$ cat src/rtl/ghost_mode_scheduler.sv
// Central scheduler for the four ghosts: scatter/chase schedule, frightened timing with
// end-flash, eat-combo scoring and ghost-house release order.
module ghost_mode_scheduler #(
  parameter int unsigned TICKS_PER_SEC = 60,
  parameter int unsigned SCAT_LONG_S   = 7,
  parameter int unsigned SCAT_SHORT_S  = 5,
  parameter int unsigned CHASE_S       = 20,
  parameter int unsigned FRIGHT_S      = 10,
  parameter int unsigned FLASH_S       = 5,
  parameter int unsigned INKY_DOTS     = 30,
  parameter int unsigned CLYDE_DOTS    = 60,
  parameter int unsigned IDLE_S        = 4
) (
  input  logic        Clk,
  input  logic        Reset,
  input  logic        frame_tick,
  input  logic        soft_reset,
  input  logic        new_map,
  input  logic        level_start,
  input  logic        dot_eaten,
  input  logic        power_pellet,
  input  logic [3:0]  ghost_eaten,
  input  logic [3:0]  ghost_home,
  output logic [1:0]  global_mode,
  output logic [7:0]  ghost_state,
  output logic        fright_flash,
  output logic [3:0]  released,
  output logic [2:0]  round,
  output logic        score_valid,
  output logic [11:0] score_value
);

  typedef enum logic [1:0] {ModeWait = 2'd0, ModeScatter = 2'd1, ModeChase = 2'd2} mode_e;

  localparam logic [1:0]  GhNormal  = 2'd0;
  localparam logic [1:0]  GhFright  = 2'd1;
  localparam logic [1:0]  GhDead    = 2'd2;
  localparam logic [7:0]  TickLast  = 8'(TICKS_PER_SEC - 1);
  localparam logic [7:0]  ScatLongS = 8'(SCAT_LONG_S);
  localparam logic [7:0]  ScatShrtS = 8'(SCAT_SHORT_S);
  localparam logic [7:0]  ChaseS    = 8'(CHASE_S);
  localparam logic [7:0]  FrightS   = 8'(FRIGHT_S);
  localparam logic [7:0]  FlashS    = 8'(FLASH_S);
  localparam logic [7:0]  InkyDots  = 8'(INKY_DOTS);
  localparam logic [7:0]  ClydeDots = 8'(CLYDE_DOTS);
  localparam logic [11:0] IdleTicks = 12'(IDLE_S * TICKS_PER_SEC);

  mode_e       mode_q, mode_d;
  logic [2:0]  round_q, round_d;
  logic [7:0]  ph_tick_q, ph_tick_d, ph_sec_q, ph_sec_d;
  logic        fr_run_q, fr_run_d;
  logic [7:0]  fr_tick_q, fr_tick_d, fr_sec_q, fr_sec_d;
  logic [1:0]  combo_q, combo_c;
  logic [7:0]  gst_q, gst_d;
  logic [3:0]  rel_q, rel_d;
  logic [7:0]  dots_q, dots_d, dots_inc;
  logic [11:0] idle_q, idle_d, idle_inc;
  logic        flash_q, flash_d;
  logic        sv_q, sv_d;
  logic [11:0] score_q, sum_c;
  logic        pellet, fr_expire, any_fr_q, any_fr_d;
  logic [7:0]  scat_sec, rel_limit;
  logic [1:0]  rel_next;

  always_comb begin
    mode_d    = mode_q;
    round_d   = round_q;
    ph_tick_d = ph_tick_q;
    ph_sec_d  = ph_sec_q;
    fr_run_d  = fr_run_q;
    fr_tick_d = fr_tick_q;
    fr_sec_d  = fr_sec_q;
    gst_d     = gst_q;
    rel_d     = rel_q;
    dots_d    = dots_q;
    idle_d    = idle_q;
    sum_c     = '0;
    fr_expire = 1'b0;
    any_fr_q  = 1'b0;
    any_fr_d  = 1'b0;
    dots_inc  = dots_q;
    idle_inc  = idle_q;
    rel_next  = 2'd2;
    rel_limit = InkyDots;
    pellet    = power_pellet && (mode_q != ModeWait);
    combo_c   = pellet ? 2'd0 : combo_q;
    scat_sec  = (round_q < 3'd2) ? ScatLongS : ScatShrtS;

    for (int i = 0; i < 4; i++) begin
      if (gst_q[2*i +: 2] == GhFright) any_fr_q = 1'b1;
    end

    // Mode schedule; the phase timer is frozen while any ghost is frightened.
    if (mode_q == ModeWait) begin
      if (level_start) begin
        mode_d   = ModeScatter;
        rel_d[0] = 1'b1;
      end
    end else if (frame_tick && !any_fr_q && !(mode_q == ModeChase && round_q == 3'd4)) begin
      if (ph_tick_q == TickLast) begin
        ph_tick_d = '0;
        ph_sec_d  = ph_sec_q + 8'd1;
        if (mode_q == ModeScatter && ph_sec_d == scat_sec) begin
          mode_d   = ModeChase;
          ph_sec_d = '0;
          if (round_q == 3'd3) round_d = 3'd4;
        end else if (mode_q == ModeChase && ph_sec_d == ChaseS) begin
          mode_d   = ModeScatter;
          ph_sec_d = '0;
          round_d  = round_q + 3'd1;
        end
      end else begin
        ph_tick_d = ph_tick_q + 8'd1;
      end
    end

    if (pellet) begin
      fr_run_d  = 1'b1;
      fr_tick_d = '0;
      fr_sec_d  = '0;
    end else if (fr_run_q && frame_tick) begin
      if (fr_tick_q == TickLast) begin
        fr_tick_d = '0;
        fr_sec_d  = fr_sec_q + 8'd1;
        if (fr_sec_d == FrightS) begin
          fr_expire = 1'b1;
          fr_run_d  = 1'b0;
          fr_sec_d  = '0;
        end
      end else begin
        fr_tick_d = fr_tick_q + 8'd1;
      end
    end

    // Eats are judged on the pre-cycle state, lowest index first.
    for (int i = 0; i < 4; i++) begin
      case (gst_q[2*i +: 2])
        GhNormal: if (pellet && rel_q[i]) gst_d[2*i +: 2] = GhFright;
        GhFright: begin
          if (ghost_eaten[i]) begin
            gst_d[2*i +: 2] = GhDead;
            sum_c = sum_c + (12'd200 << combo_c);
            if (combo_c != 2'd3) combo_c = combo_c + 2'd1;
          end else if (fr_expire) begin
            gst_d[2*i +: 2] = GhNormal;
          end
        end
        GhDead:   if (ghost_home[i]) gst_d[2*i +: 2] = GhNormal;
        default:  gst_d[2*i +: 2] = GhNormal;
      endcase
      if (gst_d[2*i +: 2] == GhFright) any_fr_d = 1'b1;
    end

    flash_d = fr_run_d && any_fr_d && (fr_sec_d >= FlashS) && ((fr_tick_d % 8'd20) < 8'd10);

    if (mode_q != ModeWait) begin
      if (!rel_q[1]) begin
        rel_d[1] = 1'b1;
        dots_d   = '0;
        idle_d   = '0;
      end else if (!rel_q[2] || !rel_q[3]) begin
        if (rel_q[2]) begin
          rel_next  = 2'd3;
          rel_limit = ClydeDots;
        end
        if (dot_eaten) begin
          dots_inc = (dots_q == 8'hFF) ? dots_q : dots_q + 8'd1;
          idle_inc = '0;
        end else if (frame_tick) begin
          idle_inc = (idle_q == 12'hFFF) ? idle_q : idle_q + 12'd1;
        end
        if (dots_inc >= rel_limit || idle_inc >= IdleTicks) begin
          rel_d[rel_next] = 1'b1;
          dots_d          = '0;
          idle_d          = '0;
        end else begin
          dots_d = dots_inc;
          idle_d = idle_inc;
        end
      end
    end

    sv_d = (sum_c != 12'd0);

    if (soft_reset || new_map) begin
      mode_d    = ModeWait;
      round_d   = '0;
      ph_tick_d = '0;
      ph_sec_d  = '0;
      fr_run_d  = 1'b0;
      fr_tick_d = '0;
      fr_sec_d  = '0;
      combo_c   = '0;
      gst_d     = '0;
      rel_d     = '0;
      dots_d    = '0;
      idle_d    = '0;
      flash_d   = 1'b0;
      sv_d      = 1'b0;
      sum_c     = '0;
    end
  end

  always_ff @(posedge Clk or posedge Reset) begin
    if (Reset) begin
      mode_q    <= ModeWait;
      round_q   <= '0;
      ph_tick_q <= '0;
      ph_sec_q  <= '0;
      fr_run_q  <= 1'b0;
      fr_tick_q <= '0;
      fr_sec_q  <= '0;
      combo_q   <= '0;
      gst_q     <= '0;
      rel_q     <= '0;
      dots_q    <= '0;
      idle_q    <= '0;
      flash_q   <= 1'b0;
      sv_q      <= 1'b0;
      score_q   <= '0;
    end else begin
      mode_q    <= mode_d;
      round_q   <= round_d;
      ph_tick_q <= ph_tick_d;
      ph_sec_q  <= ph_sec_d;
      fr_run_q  <= fr_run_d;
      fr_tick_q <= fr_tick_d;
      fr_sec_q  <= fr_sec_d;
      combo_q   <= combo_c;
      gst_q     <= gst_d;
      rel_q     <= rel_d;
      dots_q    <= dots_d;
      idle_q    <= idle_d;
      flash_q   <= flash_d;
      sv_q      <= sv_d;
      score_q   <= sum_c;
    end
  end

  assign global_mode  = mode_q;
  assign ghost_state  = gst_q;
  assign fright_flash = flash_q;
  assign released     = rel_q;
  assign round        = round_q;
  assign score_valid  = sv_q;
  assign score_value  = score_q;

endmodule
$ cat config.mk
export PLATFORM = sky130hd
export DESIGN_NAME = ghost_mode_scheduler
export DESIGN_NICKNAME = d
export VERILOG_FILES = /design/src/rtl/ghost_mode_scheduler.sv
export SDC_FILE = /design/constraint.sdc
export NUM_CORES = 1
export LEC_CHECK = 0
export CAP_MARGIN = 25
export CORE_UTILIZATION = 55
export DETAILED_ROUTE_END_ITERATION = 8
export PLACE_DENSITY = 0.77
export SLEW_MARGIN = 20
export SYNTH_ARGS = -nofsm -noshare
export SYNTH_HDL_FRONTEND = slang
export SYNTH_SLANG_ARGS = --single-unit
$ cat constraint.sdc
create_clock -name Clk -period 17.41 [get_ports Clk]
set_clock_uncertainty 0.15 [all_clocks]
set_input_delay 3.482 -clock Clk [delete_from_list [all_inputs] [get_ports Clk]]
set_output_delay 3.482 -clock Clk [all_outputs]
set_load 0.02 [all_outputs]
==> summary.md <==
| Metric | Value |
|---|---|
| Pin count of the biggest net entering global routing | 84 |
| Placer Congestion | 0.878 |
| Synth Register Bits | 83 |
| CP Class | in -> reg |
| Finish-stage setup viols | 0 |
| Ys async rst share | 1.00 |
| Initial DRC count | 464 |
| DP HPWL | 11500 microns |
| Setup bufs post-CTS | 0 |
| I/O pin cnt | 47 |
| Die width | 111 microns |
| Pwr per Cell Area | 59.0 mW/mm^2 |
| Grt total ovfl | 0 |
| Cell Area, Synth | 0.00658 sq mm |
| Dominant cell type by area after synthesis | dfrtp_1 |
| Num rows | 39 |
| Core box area | 0.0116 sq mm |
| Status | complete, but fails checks |
| Vias in the first global route | 5708 |
| Minimum clock period | 9.54 ns |
| CP max stage cell | o21ai_0 |
| Post-Synthesis Cells | 780 |
| Worst Path Max Fanout | 13 |
| Fin cells | 958 |
| Root buf cell | clkbuf_16 |
| Synth warn | 0 |
| Hold Startpoint | ph_tick_q[0] |
| Filler cells | 946 |
| Fin crit share | 0.548 |
| Rel. slew slack | 0.344 |
| Post-synth top flop | dfrtp_1 |
| Crit path largest cell delay | 0.49 ns |
| Resized Gates After CTS | 0 |
| Layout area overhead | 12.4% |
| CTS tree | built |
| Lkg Pwr | 3.26 nW |
| Antenna Violating Nets Remaining | 0 |
| CP endpoint kind | register |
| DIE HEIGHT | 111 microns |
| CTS Hold Buffers Added | 0 |
| Crit path top cell by count | ha_1 |
| First-pass GRT wire length | 26600 microns |
| Fmax | 0.105 GHz |
| DRC violations left | 6 |
| Synthesized area per cell | 8.44 sq um |
| Crit path from | power_pellet |
| Share of the synthesized area in the top cell type | 0.315 |
| Buf/Inv on CP | 2 |
| Sequential share of the synthesized area | 0.315 |
| Diodes inserted | 0 |
| Area contributors post-synth | dfrtp_1, ha_1, nor2_1 |
| Setup_tns | 0 ns |
| Pre-antenna DRT Iters | 7 |
| Via count | 5826 |
| Die area | 0.0124 sq mm |
| VDD IR max | 0.0440 mV |
| Global Route Usage Sum | 0.261 |
| I/O Buffers | 43 |
| WL final | 15600 microns |
| Vias/cell | 6.08 |
| CTS clk-pin slew, worst paths | 0.06 ns |
| Slew Viols, Final | 0 |
| Synth unique cells | 78 |
| Unrepaired setup endpoints after global routing | no |
| Wire per inst | 16.2 microns |
| Layout net count | 886 |
| Dpl cells | 943 |
| Worst Path Arrival | 9.56 ns |
| Startpoint Class | input pin |
| Worst skew pair latency | 0.34 ns |
| Clk sinks | 83 |
| Max Cap Violations | 0 |
| Final hold vios | 0 |
| Num CTS Buffers | 9 |
| Reg2reg start | global_mode[0] |
| Crit-path leading delay family | compound AO/OA/AOI/OAI gates |
| Initial core utilization | 0.569 |
| Violated checks | design-rule violations |
| Post-synth EDFFs | 0 |
| Least-Margin Pin Slew | 0.956 ns |
| Antenna violations before repair | 0 |
| Clock buffer depth | 2 |
| Req. time, crit path | 17.43 ns |
| Layout cells sized above 1 | 0.0650 |
| Min-delay worst type | reg -> reg |
| H-tree levels | 3 |
[where the power goes]
| part | switching (mW) | internal (mW) |
|---|---|---|
| Sequential | 0.00529 | 0.196 |
| Clock | 0.0757 | 0.122 |
| Combinational | 0.0231 | 0.0140 |
| Total | 0.104 | 0.332 |
[worst paths after layout]
kind | end | slack, ns | depth (start not counted)
max in group asynchronous | fr_tick_q[5] | 13.07 | 3
hold reg to reg | ph_tick_q[0] | 0.35 | 1
setup / recovery | score_valid | 7.87 | 26
hold / removal | ph_tick_q[0] | 0.35 | 1
min in group asynchronous | fright_flash | 3.50 | 3
setup reg to reg | score_valid | 10.59 | 25
[sequential cells by signal (all words and copies together) (netlist names)]
| signal | flops |
|---|---|
| idle_q | 12 |
| fr_run_q | 1 |
| released | 4 |
| dots_q | 8 |
| fr_tick_q | 8 |
| ghost_state | 8 |
| fr_sec_q | 8 |
| score_value | 9 |
| round | 3 |
| global_mode | 2 |
| combo_q | 2 |
| score_valid | 1 |
| ph_tick_q | 8 |
| ph_sec_q | 8 |
| fright_flash | 1 |
[cell usage in the layout, fill, tap and decap left out, drive strengths merged, types with 15 or more instances in the layout]
master and n:
nor2 92, dfrtp 83, nand2 68, o21ai 58, ha 56, inv 48, clkdlybuf4s50 43, a21oi 41
nand3 29, nor3 21, mux2i 19, xnor2 17, and2 16, xor2 15
[stage by stage]
stage	hold WS [ns]	setup WS, ns	cell area (sq um)	power, mW	utilization
after floorplan	0.320	8.80	6590	0.228	-
after global placement	0.333	7.95	7080	0.240	0.612
after detailed placement	0.344	7.59	7080	0.241	0.612
after CTS	0.353	7.94	7390	0.440	0.639
after global routing	0.390	7.45	7400	0.452	0.640
final	0.351	7.87	7400	0.436	0.640
[cells by family (layout without fill, tap and decap cells)]
kind of cell    after synthesis  after routing  share of synthesized area
fa+ha+maj                    59             59                      0.116
mux                          28             28                     0.0443
buf+inv                      75            108                     0.0473
compound gates              193            193                      0.195
xor+xnor                     32             32                     0.0426
simple gates                309            309                      0.239
flops                        83             83                      0.315
other cells                   1              3                   0.000570
[layout make-up]
class / count / area (sq um) / area share
Multi-Input combinational cell: 624 / 4200 / 0.568
Clock buffer: 12 / 267 / 0.0360
Timing Repair Buffer: 44 / 442 / 0.0597
Tap cell: 143 / 179 / 0.0242
Inverter: 49 / 185 / 0.0250
Sequential cell: 83 / 2080 / 0.281
Clock inverter: 3 / 46.3 / 0.00626
[synthesized netlist by cell type, types with 13 or more instances]
cell type,number
dfrtp_1,83
mux2i_1,19
ha_1,56
clkbuf_1,15
xnor2_1,17
nand4_1,13
nor3_1,20
nand3_1,26
a21oi_1,40
inv_1,48
and2_1,16
xor2_1,15
nor2_1,91
nand2_1,68
o21ai_0,50
nand2b_1,13
[routing by layer]
layer	routed length (microns)	part of all wire	track usage	vias to the layer above
li1	-	-	-	2828
met5	0	0	0	-
met1	7250	0.47	0.338	2810
met3	652	0.042	0.0414	29
met2	7330	0.47	0.438	159
met4	325	0.021	0.101	0
Note: power is estimated with default switching activity, not from simulation.
